==> src/rtl/fa_3_chunk_seq.sv <==
// Multi-cycle W=3*NCHUNK-bit adder: feeds one 3-bit chunk per clock (LSB first)
// through a single fa_3 slice, carrying between chunks, with valid/ready on both sides.

module fa_3 (
    input  logic [2:0] a,
    input  logic [2:0] b,
    input  logic       cin,
    output logic [2:0] s,
    output logic       cout
);
    logic [3:0] w_total;

    assign w_total = {1'b0, a} + {1'b0, b} + {3'b000, cin};
    assign s       = w_total[2:0];
    assign cout    = w_total[3];
endmodule

module fa_3_chunk_seq #(
    parameter int NCHUNK = 4
) (
    input  logic                  clk,
    input  logic                  rst,
    input  logic                  in_valid,
    output logic                  in_ready,
    input  logic [3*NCHUNK-1:0]   a,
    input  logic [3*NCHUNK-1:0]   b,
    input  logic                  cin,
    output logic                  out_valid,
    input  logic                  out_ready,
    output logic [3*NCHUNK-1:0]   sum,
    output logic                  cout,
    output logic                  busy
);
    localparam int W  = 3 * NCHUNK;
    localparam int IW = $clog2(NCHUNK + 1);
    localparam logic [IW-1:0] LAST_IDX = IW'(NCHUNK - 1);

    typedef enum logic [1:0] {
        S_IDLE = 2'd0,
        S_RUN  = 2'd1,
        S_DONE = 2'd2
    } state_t;

    state_t          r_state;
    logic [IW-1:0]   r_idx;
    logic            r_carry;
    logic [W-1:0]    r_a;
    logic [W-1:0]    r_b;
    logic [W-1:0]    r_sum;
    logic            r_cout;
    logic            r_in_ready;
    logic            r_out_valid;
    logic            r_busy;

    logic [2:0]      w_s;
    logic            w_cout;
    logic [W-1:0]    w_sum_next;

    fa_3 u_fa_3 (
        .a    (r_a[2:0]),
        .b    (r_b[2:0]),
        .cin  (r_carry),
        .s    (w_s),
        .cout (w_cout)
    );

    // Each new chunk enters at the top so the LSB chunk ends up at the bottom.
    generate
        if (NCHUNK == 1) begin : g_single
            assign w_sum_next = w_s;
        end else begin : g_multi
            assign w_sum_next = {w_s, r_sum[W-1:3]};
        end
    endgenerate

    always_ff @(posedge clk or posedge rst) begin
        if (rst) begin
            r_state     <= S_IDLE;
            r_idx       <= '0;
            r_carry     <= 1'b0;
            r_a         <= '0;
            r_b         <= '0;
            r_sum       <= '0;
            r_cout      <= 1'b0;
            r_in_ready  <= 1'b1;
            r_out_valid <= 1'b0;
            r_busy      <= 1'b0;
        end else begin
            case (r_state)
                S_IDLE: begin
                    if (in_valid) begin
                        r_a        <= a;
                        r_b        <= b;
                        r_carry    <= cin;
                        r_idx      <= '0;
                        r_state    <= S_RUN;
                        r_in_ready <= 1'b0;
                        r_busy     <= 1'b1;
                    end
                end
                S_RUN: begin
                    r_sum   <= w_sum_next;
                    r_carry <= w_cout;
                    r_a     <= r_a >> 3;
                    r_b     <= r_b >> 3;
                    if (r_idx == LAST_IDX) begin
                        r_idx       <= '0;
                        r_cout      <= w_cout;
                        r_state     <= S_DONE;
                        r_out_valid <= 1'b1;
                    end else begin
                        r_idx <= r_idx + IW'(1);
                    end
                end
                S_DONE: begin
                    if (out_ready) begin
                        r_state     <= S_IDLE;
                        r_out_valid <= 1'b0;
                        r_busy      <= 1'b0;
                        r_in_ready  <= 1'b1;
                    end
                end
                default: begin
                    r_state     <= S_IDLE;
                    r_idx       <= '0;
                    r_out_valid <= 1'b0;
                    r_busy      <= 1'b0;
                    r_in_ready  <= 1'b1;
                end
            endcase
        end
    end

    assign in_ready  = r_in_ready;
    assign out_valid = r_out_valid;
    assign busy      = r_busy;
    assign sum       = r_sum;
    assign cout      = r_cout;
endmodule
==> config.mk <==
export PLATFORM = sky130hd
export DESIGN_NAME = fa_3_chunk_seq
export DESIGN_NICKNAME = d
export VERILOG_FILES = /design/src/rtl/fa_3_chunk_seq.sv
export SDC_FILE = /design/constraint.sdc
export NUM_CORES = 1
export LEC_CHECK = 0
export CORE_UTILIZATION = 66
export DETAILED_ROUTE_END_ITERATION = 8
export DONT_BUFFER_PORTS = 1
export PLACE_DENSITY_LB_ADDON = 0.2
export SLEW_MARGIN = 20
export SYNTH_ARGS = -nofsm -noshare
export SYNTH_HDL_FRONTEND = slang
export SYNTH_SLANG_ARGS = --single-unit
export TNS_END_PERCENT = 30
==> constraint.sdc <==
create_clock -name clk -period 3.5 [get_ports clk]
set_input_delay 0.35 -clock clk [delete_from_list [all_inputs] [get_ports clk]]
set_output_delay 0.35 -clock clk [all_outputs]
set_load 0.05 [all_outputs]
* After elaboration in Yosys (flattened, before gate mapping)
Cells that the tools add are included.
** Storage, ports and cells
- Output and inout bits :: 16
- Flip-flop bits (word level) :: 46
- Input port bits :: 29
** Operators by class
- Equal/unequal tests :: 6
- Reductions and logical operators :: 8
- $add $sub $neg :: 3
- Bitwise gates (word level) :: 3
- Muxes and demuxes :: 21
** Operators by type and width (number)
- one-hot mux 12 bit (2 select lines) :: 2
- two-way mux 12 bit :: 2
- one-hot mux 1 bit (3 select lines) :: 3
- one-hot mux 3 bit (3 select lines) :: 1
- AND reduction 3 bit :: 3
- two-way mux 1 bit :: 6
- two-way mux 2 bit :: 3
- two-way mux 3 bit :: 2
- inequality test 2 bit, second input constant :: 3
- one-hot mux 2 bit (3 select lines) :: 1
- AND reduction 2 bit :: 3
- adder 3 x 3 -> 4 bit :: 1
- adder 4 x 1 -> 4 bit :: 1
- adder 3 x 1 -> 3 bit, second input constant :: 1
- == test 3 x 2 -> 1 bit, second input constant :: 1
- NOT 1 bit :: 3
- == test 2 x 1 -> 1 bit, second input constant :: 1
- == test 2 bit, second input constant :: 1
- logical NOT 2 bit :: 1
- one-hot mux 1 bit (2 select lines) :: 1
- nonzero test 2 bit :: 1

* Depth between registers and ports, before layout
Gate-level depths: netlist (run 1).
- Depth after elaboration :: 3
- Depth in mapped cells :: 6

* Cells and area by module
Synthesis (run 1) repeated with hierarchy kept, for this count alone.
** Unflattened totals
- Cell total of the unflattened synthesis :: 216
- Area, all modules :: 2102.0 µm²
** By module, submodules not included
- fa_3_chunk_seq :: area each 1988.2 µm², instances 1, cells each 201
- fa_3 :: area each 113.9 µm², instances 1, cells each 15

* Worst setup path after synthesis (run 1)
OpenSTA, ideal clock, no wires.
- Path kind :: reg2reg
- Start :: register r_carry
- End :: register r_sum[10], in the netlist sum[10]
- Cell stages (with the launch flop) :: 5
- Slack :: 2016 ps
- Clock period less this slack :: 1484 ps
- Library setup time :: 83 ps
- Path buffers :: 0
- Arrival :: 1401 ps
- Cell sequence :: dfrtp_1 fa_1 inv_1 fa_1 o21ai_0
** Between the ends
- Longest elaborated chain between the ends :: 1
** RTL lines
- from (decl) :: RTL line 46 : logic r_carry;
- from (signal assigned) :: RTL line 94 : r_carry <= cin;
- from (signal assigned) :: RTL line 103 : r_carry <= w_cout;
- adder 4 x 1 -> 4 bit :: RTL line 13 : assign w_total = {1'b0, a} + {1'b0, b} + {3'b000, cin};
- to (signal assigned) :: RTL line 102 : r_sum <= w_sum_next;
- to (decl) :: RTL line 49 : logic [W-1:0] r_sum;
No other way between the ends.
A chain may end at the register's enable or synchronous reset.

* Worst setup path after layout (run 1)
- Start :: register r_state[0]
- End :: register r_cout, in the netlist cout
** Between the ends
- Longest elaborated chain between the ends :: 2
** RTL lines
- from (decl) :: RTL line 44 : state_t r_state;
- from (signal assigned) :: RTL line 78 : r_state <= S_IDLE;
- from (signal assigned) :: RTL line 96 : r_state <= S_RUN;
- from (signal assigned) :: RTL line 109 : r_state <= S_DONE;
- == test 2 x 1 -> 1 bit :: RTL line 89 : case (r_state)
- AND reduction 2 bit (no source line)
- to (signal assigned) :: RTL line 108 : r_cout <= w_cout;
- to (decl) :: RTL line 50 : logic r_cout;
No other way between the ends.

==> flow_summary.json, run 1 <==
{
  "routed-via-count": 1476,
  "layout_common_cells": "sky130_fd_sc_hd__nand2_1, sky130_fd_sc_hd__dfrtp_1, sky130_fd_sc_hd__o21ai_0, sky130_fd_sc_hd__a22oi_1, sky130_fd_sc_hd__a21oi_1",
  "syn_area_um2": 2071,
  "clock-sinks": 46,
  "cts.hold.buffers_added": 0,
  "hold_path_class": "in2async",
  "critPathLaunch": "r_state[0]",
  "first_pass_iters": 7,
  "tns_ns": 0,
  "postCtsSetupBuffers": 0,
  "fp-row-count": 19,
  "synth_seq_cells": 46,
  "io_pins": 45,
  "r2r-start": "r_state[0]",
  "yosys_most_used_dff": "sky130_fd_sc_hd__dfrtp_1",
  "total_of_cells_resized_after_clock_tree_synthesis": 0,
  "post-dp-hpwl_um": 2710,
  "max_slew_violation_count": 0,
  "htree_levels": 2,
  "grt_first_pass_wirelength_um": 6175,
  "synth_cell_type_count": 34,
  "r2r_cells": 3,
  "mean_instance_size_in_the_synthesized_netlist_um2": 9.814,
  "synth_async_sr_flop_share_pct": 100.0,
  "io_buffer_count": 0,
  "tritoncts": "yes",
  "setup_viol": 0,
  "multi_input_area_um2": 800.8,
  "maxCapViolations": 0,
  "ant_nets": 0,
  "postLayoutCellArea_um2": 2078,
  "critical_path.max_fanout": 34,
  "antenna_found_initial": 0,
  "number_of_global_route_vias_before_repair": 1408,
  "grt-ovfl-total": 0,
  "leading_cell_type_in_the_layout_fill_and_taps_excluded": "sky130_fd_sc_hd__nand2_1",
  "p_leak_nw": 0.9644,
  "dpl_cell_area_um2": 2033,
  "crit_path_start_kind": "flop",
  "yosysWarningCount": 0,
  "syn_inst": 211,
  "syn_to_final_growth_pct": 0.3624,
  "die_height_um": 58.02,
  "grt_setup_unrepaired": "no",
  "gp_congestion": 0.7580,
  "total_cts_buffers": 5,
  "design.core.area_um2": 2853,
  "finish.net_count": 239,
  "outcome": "finished with violations",
  "fin_worst_hold_slack_ns": 0.008307,
  "mappedNetlistNets": 245,
  "worst-r2r-setup-slack_ns": 1.25,
  "grt_usage_pct": 24.78,
  "path_clk_slew_ns": 0.12,
  "worst-slew-pin-transition_ns": 1.024,
  "die_area_um2": 3366,
  "num-fill-cells": 204,
  "cp.arrival_ns": 2.52,
  "fin_skew_ns": 0.007974,
  "endpoint_of_the_worst_register_to_register_path": "cout",
  "cp-end-kind": "flop",
  "synth_sequential_area_ratio_pct": 55.65,
  "timing.final.crit_share_pct": 64.42,
  "number_of_buffers_between_clock_root_and_the_deepest_sink": 2,
  "vdd.ir_drop.worst_v": 0.0006456,
  "layout-drive-gt1-share_pct": 5.366,
  "worstSetupPathType": "reg2reg",
  "drt_wl_cell_um": 16.13,
  "regArea_um2": 1152,
  "dr.first_iter.drc_count": 94,
  "insertion_delay_ns": 0.35,
  "hold_viol": 0,
  "synth-edff-count": 0,
  "worst_slew_margin_rel_pct": 31.72,
  "cts_root_buffer": "sky130_fd_sc_hd__clkbuf_4",
  "detail_route.drc_violations": 3,
  "chipWidth_um": 58.02,
  "drt-vias-per-instance": 6.254,
  "maximum_number_of_pins_on_one_net_before_global_route_repair": 47,
  "clock.fmax_ghz": 0.4435,
  "failing_checks": "DRC",
  "diodes": 0,
  "routed_wirelength_um": 3806,
  "period_minus_slack_ns": 2.255,
  "initial_utilization_pct": 72.59,
  "worstPathRequired_ns": 3.77,
  "power_per_cell_area_nw_per_um2": 971.0
}
[through the flow]
step	utilization, %	total power, W	instances	worst slack (ns)
after floorplan	-	0.001696	211	2.016
after global placement	71.27	0.001755	229	1.421
after detailed placement	71.27	0.001811	229	1.261
after CTS	72.85	0.002032	236	1.233
after global routing	72.85	0.002155	236	1.096
final	72.85	0.002018	236	1.245
[layer usage]
layer	global-route usage [%]	share of wire [%]	vias up
met1	30.40	42	717
li1	-	-	705
met4	11.22	1.5	0
met5	0	0	-
met2	41.05	50	48
met3	6.920	6.3	6
[worst max path at each step]
stage / cells past startpoint / slack (ns) / to
detailed placement: 3 / 1.26 / cout
CTS: 3 / 1.23 / cout
finish: 3 / 1.25 / cout
global route: 3 / 1.10 / cout
floorplan: 4 / 2.02 / sum[10]
global placement: 3 / 1.42 / cout
[sequential cells by signal (all words and copies together), names as in the netlist]
signal and count:
out_valid 1, cout 1, in_ready 1, r_state 2
sum 12, r_idx 3, r_carry 1, r_b 12
busy 1, r_a 12
[worst max-delay path, stage by stage, from the launching register on]
cell                      delay (ns)
sky130_fd_sc_hd__dfrtp_1        1.04
sky130_fd_sc_hd__nor2b_1        0.79
sky130_fd_sc_hd__a21oi_1        0.14
sky130_fd_sc_hd__a31oi_1        0.20
[synth_stat cells (2+ instances only)]
cell | n | share of area, %
sky130_fd_sc_hd__nand2_1 | 55 | 10
sky130_fd_sc_hd__dfrtp_1 | 45 | 54
sky130_fd_sc_hd__o21ai_0 | 25 | 6.0
sky130_fd_sc_hd__a22oi_1 | 18 | 6.5
sky130_fd_sc_hd__a21oi_1 | 9 | 2.2
sky130_fd_sc_hd__buf_2 | 7 | 1.7
sky130_fd_sc_hd__inv_1 | 7 | 1.3
sky130_fd_sc_hd__clkbuf_1 | 4 | 0.72
sky130_fd_sc_hd__nor2_1 | 4 | 0.72
sky130_fd_sc_hd__and2b_1 | 3 | 1.1
sky130_fd_sc_hd__ha_1 | 3 | 1.8
sky130_fd_sc_hd__nor2b_1 | 3 | 0.91
sky130_fd_sc_hd__a22o_1 | 2 | 0.85
sky130_fd_sc_hd__a32o_1 | 2 | 0.97
sky130_fd_sc_hd__buf_4 | 2 | 0.72
sky130_fd_sc_hd__fa_1 | 2 | 1.9
sky130_fd_sc_hd__nor3_1 | 2 | 0.48
sky130_fd_sc_hd__o22ai_1 | 2 | 0.60
[report_power, final]
part | leakage (nW) | internal [W] | switching [W]
combinational | 0.349 | 0.000232 | 0.000319
clock | 0.0254 | 0.0000759 | 0.000149
sequential | 0.590 | 0.000735 | 0.000507
total | 0.964 | 0.00104 | 0.000975
[final cells by class]
cell class,count,area share (%)
Sequential cell,46,55.45
Multi-Input combinational cell,143,38.53
Clock buffer,7,2.167
Tap cell,31,1.866
Inverter,7,1.264
Timing Repair Buffer,2,0.7225
[logic make-up (layout without fill, tap and decap cells)]
group                    count (synthesis)  count (layout)  synth area share [%]
AND/OR/NAND/NOR                         72              72                 14.80
AO/OA/AOI/OAI                           65              65                 19.70
flip-flops                              46              46                 55.65
buffers and inverters                   22              16                 5.679
adder cells (fa/ha/maj)                  5               5                 3.746
XOR/XNOR                                 1               1                0.4230
Power figures use the tool's default switching activity.
==> inputs of run 2 (changes only) <==
--- a/config.mk
+++ b/config.mk
@@ -5,7 +5,7 @@
 export SDC_FILE = /design/constraint.sdc
 export NUM_CORES = 1
 export LEC_CHECK = 0
-export CORE_UTILIZATION = 66
+export CORE_UTILIZATION = 56
 export DETAILED_ROUTE_END_ITERATION = 8
 export DONT_BUFFER_PORTS = 1
 export PLACE_DENSITY_LB_ADDON = 0.2
==> constraint.sdc (replaced) <==
create_clock -name clk -period 1.85 [get_ports clk]
set_input_delay 0.185 -clock clk [delete_from_list [all_inputs] [get_ports clk]]
set_output_delay 0.185 -clock clk [all_outputs]
set_load 0.05 [all_outputs]
==> run 2 against run 1 <==
Compared with the run above:
- the flow now finishes without violations
- sequential cell count unchanged
- global-route usage is 1.2 points lower
- hold slack better by 0.018 ns
- combinational power is 120% higher
==> flow_summary.json, run 2 (synthesis results as in run 1) <==
{
  "grt_first_pass_wirelength_um": 7279,
  "die_area_um2": 3945,
  "fin_skew_ns": 0.006869,
  "syn_to_final_growth_pct": 7.432,
  "gp_congestion": 0.8270,
  "initial_utilization_pct": 60.16,
  "htree_levels": 2,
  "worst-slew-pin-transition_ns": 0.7937,
  "grt-ovfl-total": 0,
  "cp.arrival_ns": 1.79,
  "drt_wl_cell_um": 15.64,
  "finish.utilization_pct": 64.63,
  "number_of_global_route_vias_before_repair": 1535,
  "clock-sinks": 46,
  "grt_setup_unrepaired": "no",
  "io_pins": 45,
  "worst_slew_margin_rel_pct": 46.76,
  "layout_common_cells": "sky130_fd_sc_hd__nand2_1, sky130_fd_sc_hd__dfrtp_1, sky130_fd_sc_hd__o21ai_0, sky130_fd_sc_hd__a22oi_1, sky130_fd_sc_hd__a21oi_1",
  "tns_ns": 0,
  "worstSetupPathType": "reg2reg",
  "tritoncts": "yes",
  "crit_path_start_kind": "flop",
  "clock.fmax_ghz": 0.6305,
  "design.core.area_um2": 3442,
  "chipWidth_um": 62.81,
  "grt_usage_pct": 23.56,
  "max_slew_violation_count": 0,
  "antenna_found_initial": 0,
  "crit_buf_inv": 1,
  "topRoutingLayerUsed": "met4",
  "setup_viol": 0,
  "period_minus_slack_ns": 1.586,
  "insertion_delay_ns": 0.28,
  "post-dp-hpwl_um": 2909,
  "dr_wl_met2_um": 1984,
  "timing.critical_path.slowest_stage_cell": "sky130_fd_sc_hd__fa_1",
  "maximum_number_of_pins_on_one_net_before_global_route_repair": 26,
  "cp_cell_sequence": "fa_1 -> inv_1 -> fa_1 -> o21ai_0",
  "cp-end-kind": "flop",
  "diodes": 0,
  "critical_path.most_common_cell": "sky130_fd_sc_hd__fa_1",
  "first_pass_iters": 4,
  "detail_route.drc_violations": 0,
  "hold_path_class": "in2reg",
  "p_leak_nw": 1.029,
  "fp-row-count": 21,
  "fin_worst_hold_slack_ns": 0.02680,
  "power_per_cell_area_nw_per_um2": 1893,
  "path_delay_family": "adder cells",
  "drt-vias-per-instance": 5.770,
  "p_total_w": 0.004212,
  "io_buffer_count": 0,
  "wl_met3_um": 223,
  "timing.final.crit_share_pct": 85.74,
  "critical_path.max_fanout": 2,
  "outcome": "completed",
  "layout-drive-gt1-share_pct": 8.531,
  "path_clk_slew_ns": 0.08,
  "routed_wirelength_um": 4020,
  "number_of_buffers_between_clock_root_and_the_deepest_sink": 2,
  "dr.first_iter.drc_count": 83,
  "routed-via-count": 1483,
  "route.layer.met1.wl_um": 1797,
  "leading_cell_type_in_the_layout_fill_and_taps_excluded": "sky130_fd_sc_hd__nand2_1",
  "worstPathRequired_ns": 2.06,
  "total_cts_buffers": 5,
  "finish.net_count": 245,
  "total_of_cells_resized_after_clock_tree_synthesis": 0,
  "hold_viol": 0,
  "cts_root_buffer": "sky130_fd_sc_hd__clkbuf_8",
  "ant_nets": 0,
  "max_stage_delay_ns": 0.46,
  "die_height_um": 62.81,
  "maxCapViolations": 0,
  "vdd.ir_drop.worst_v": 0.001098
}
==> run 2: what timing repair did <==
action                                 4_1_cts  5_1_grt
endpoints found under the hold margin       21        0
hold buffers                                 1        0
buffers inserted                             0        0
==> run 2: worst paths after layout <==
path	startpoint	end	slack, ns	depth (start not counted)
max in group asynchronous	rst	in_ready	0.84	3
min in group asynchronous	rst	r_b[1]	0.39	2
min	b[9]	r_b[9]	0.03	1
max reg2reg	r_carry	sum[10]	0.26	4
max	r_carry	sum[10]	0.26	4
min reg2reg	r_idx[2]	r_idx[2]	0.49	1
==> run 2: layout make-up <==
cell class                      count  area (µm²)
Fill cell                         291        1217
Sequential cell                    46        1152
Multi-Input combinational cell    143       800.8
Clock buffer                        6       82.58
Timing Repair Buffer                8       75.07
Tap cell                           46       57.56
Clock inverter                      1       30.03
Inverter                            7       26.28
==> run 2: per-layer routing <==
metal	track usage [%]	vias up
met1	31.55	728
li1	-	717
met3	6.022	2
met5	0	-
met2	38.18	36
met4	6.105	0
==> run 2: through the flow <==
| step | cells | instance area [µm²] | setup WS (ns) |
|---|---|---|---|
| finish | 257 | 2225 | 0.2639 |
| global route | 257 | 2225 | 0.1602 |
| global placement | 249 | 2102 | 0.3449 |
| detailed placement | 249 | 2102 | 0.2673 |
| floorplan | 211 | 2071 | 0.3661 |
| CTS | 257 | 2225 | 0.2385 |
==> run 2: power breakdown <==
part / leakage [nW] / switching [W] / internal (W)
logic: 0.382 / 0.000695 / 0.000502
registers: 0.590 / 0.000880 / 0.00139
clock network: 0.0573 / 0.000308 / 0.000432
total: 1.03 / 0.00188 / 0.00233
==> inputs of run 3 (changes only) <==
--- a/config.mk
+++ b/config.mk
@@ -8,7 +8,7 @@
 export CORE_UTILIZATION = 56
 export DETAILED_ROUTE_END_ITERATION = 8
 export DONT_BUFFER_PORTS = 1
-export PLACE_DENSITY_LB_ADDON = 0.2
+export PLACE_DENSITY = 0.74
 export SLEW_MARGIN = 20
 export SYNTH_ARGS = -nofsm -noshare
 export SYNTH_HDL_FRONTEND = slang
==> run 3 against run 2 <==
Compared with the run above:
- fmax increased by 1.5%
- worst setup slack improved by 0.024 ns
- final cell count is 1.2% higher
- utilization shrank 0.18 points
- sequential cell count is the same
- global-route usage increased by 0.78 points
- non-clock buffer count rose by 2
- die area stayed put
- critical path type unchanged
==> flow_summary.json, run 3 (synthesis results as in run 1) <==
{
  "maximum_number_of_pins_on_one_net_before_global_route_repair": 26,
  "io_buffer_count": 0,
  "ant_nets": 0,
  "diodes": 0,
  "cts_root_buffer": "sky130_fd_sc_hd__clkbuf_8",
  "finish.net_count": 247,
  "gp_congestion": 0.7819,
  "routed-via-count": 1516,
  "io_pins": 45,
  "fin_skew_ns": 0.005569,
  "worstSetupPathType": "reg2reg",
  "grt_usage_pct": 24.35,
  "antenna_found_initial": 0,
  "layout_common_cells": "sky130_fd_sc_hd__nand2_1, sky130_fd_sc_hd__dfrtp_1, sky130_fd_sc_hd__o21ai_0, sky130_fd_sc_hd__a22oi_1, sky130_fd_sc_hd__a21oi_1",
  "layout-drive-gt1-share_pct": 9.346,
  "die_height_um": 62.81,
  "critical_path.max_fanout": 2,
  "grt-ovfl-total": 0,
  "design.core.area_um2": 3442,
  "final_critical_path_setup_slack_ns": 0.2875,
  "worst_slew_margin_rel_pct": 44.40,
  "dr.first_iter.drc_count": 105,
  "hold_path_class": "in2reg",
  "number_of_buffers_between_clock_root_and_the_deepest_sink": 2,
  "grt_first_pass_wirelength_um": 7314,
  "period_minus_slack_ns": 1.562,
  "maxCapViolations": 0,
  "crit_path_start_kind": "flop",
  "hold_viol": 0,
  "vdd.ir_drop.worst_v": 0.001038,
  "power_per_cell_area_nw_per_um2": 1862,
  "drt-vias-per-instance": 5.831,
  "tns_ns": 0,
  "max_slew_violation_count": 0,
  "initial_utilization_pct": 60.16,
  "fp-row-count": 21,
  "setup_viol": 0,
  "worstPathRequired_ns": 2.08,
  "number_of_global_route_vias_before_repair": 1505,
  "die_area_um2": 3945,
  "p_leak_nw": 1.031,
  "clock.fmax_ghz": 0.6400,
  "leading_cell_type_in_the_layout_fill_and_taps_excluded": "sky130_fd_sc_hd__nand2_1",
  "htree_levels": 2,
  "num-fill-cells": 301,
  "drt_wl_cell_um": 16.08,
  "cp-end-kind": "flop",
  "routed_wirelength_um": 4181,
  "total_cts_buffers": 5,
  "outcome": "completed",
  "cp.arrival_ns": 1.79,
  "syn_to_final_growth_pct": 7.130,
  "clock-sinks": 46,
  "insertion_delay_ns": 0.30,
  "post-dp-hpwl_um": 2921,
  "dp_worst_setup_slack_ns": 0.3038,
  "path_clk_slew_ns": 0.08,
  "tritoncts": "yes",
  "grt_setup_unrepaired": "no",
  "worst-slew-pin-transition_ns": 0.8289,
  "timing.final.crit_share_pct": 84.46,
  "first_pass_iters": 4,
  "chipWidth_um": 62.81,
  "detail_route.drc_violations": 0
}
-- run 3: cell count changes in the layout (fill, tap and decap cells not counted), sizes merged --
cell    previous run  this run
buf                7         9
clkinv             1         2
clkbuf             6         7
bufinv             1         0
-- run 3: metrics by stage --
step	cell area, µm²	std cells	power, W	util [%]	hold slack, ns
2_1_floorplan	2071	211	0.003209	-	0.3175
3_3_place_gp	2117	251	0.003426	61.50	0.1434
3_5_place_dp	2117	251	0.003528	61.50	0.1640
4_1_cts	2218	260	0.004157	64.45	0.009552
5_1_grt	2218	260	0.004436	64.45	0.004300
6_report	2218	260	0.004131	64.45	0.01656
-- run 3: per-layer routing --
layer,GRT usage (%),part of all wire [%]
met5,0,0
met4,6.105,1.1
met2,39.81,49
met1,29.93,43
met3,9.854,6.9
-- run 3: timing repair --
action	4_1_cts	5_1_grt
hold buffers	1	0
buffers inserted	0	0
gates resized for setup	0	0
endpoints found under the hold margin	21	0
-- run 3: path summary, 6_finish.rpt --
| check | start | endpoint | slack, ns | cells after the start |
|---|---|---|---|---|
| min | b[9] | r_b[9] | 0.02 | 1 |
| max in group asynchronous | rst | in_ready | 0.85 | 3 |
| min in group asynchronous | rst | r_a[0] | 0.39 | 2 |
| max | r_carry | sum[10] | 0.29 | 4 |
| max reg2reg | r_carry | sum[10] | 0.29 | 4 |
| min reg2reg | r_b[7] | r_b[7] | 0.49 | 2 |
-- run 3: power breakdown --
part | leakage [nW] | internal (W) | switching (W)
combinational | 0.392 | 0.000515 | 0.000727
sequential | 0.590 | 0.00139 | 0.000865
clock | 0.0482 | 0.000302 | 0.000329
total | 1.03 | 0.00221 | 0.00192
-- run 3: worst max-delay path: stages (launching register included) --
cell and delay (ns):
sky130_fd_sc_hd__dfrtp_1 0.41, sky130_fd_sc_hd__fa_1 0.44, sky130_fd_sc_hd__inv_1 0.08, sky130_fd_sc_hd__fa_1 0.40, sky130_fd_sc_hd__o21ai_0 0.17
-- run 3: cell type report --
type | instances | area [µm²] | area share, %
multi-input combinational | 143 | 800.8 | 36.10
tap | 46 | 57.56 | 2.594
inverter | 7 | 26.28 | 1.184
timing repair buffer | 10 | 90.09 | 4.061
clock inverter | 1 | 5.005 | 0.2256
clock buffer | 7 | 86.33 | 3.892
sequential | 46 | 1152 | 51.95
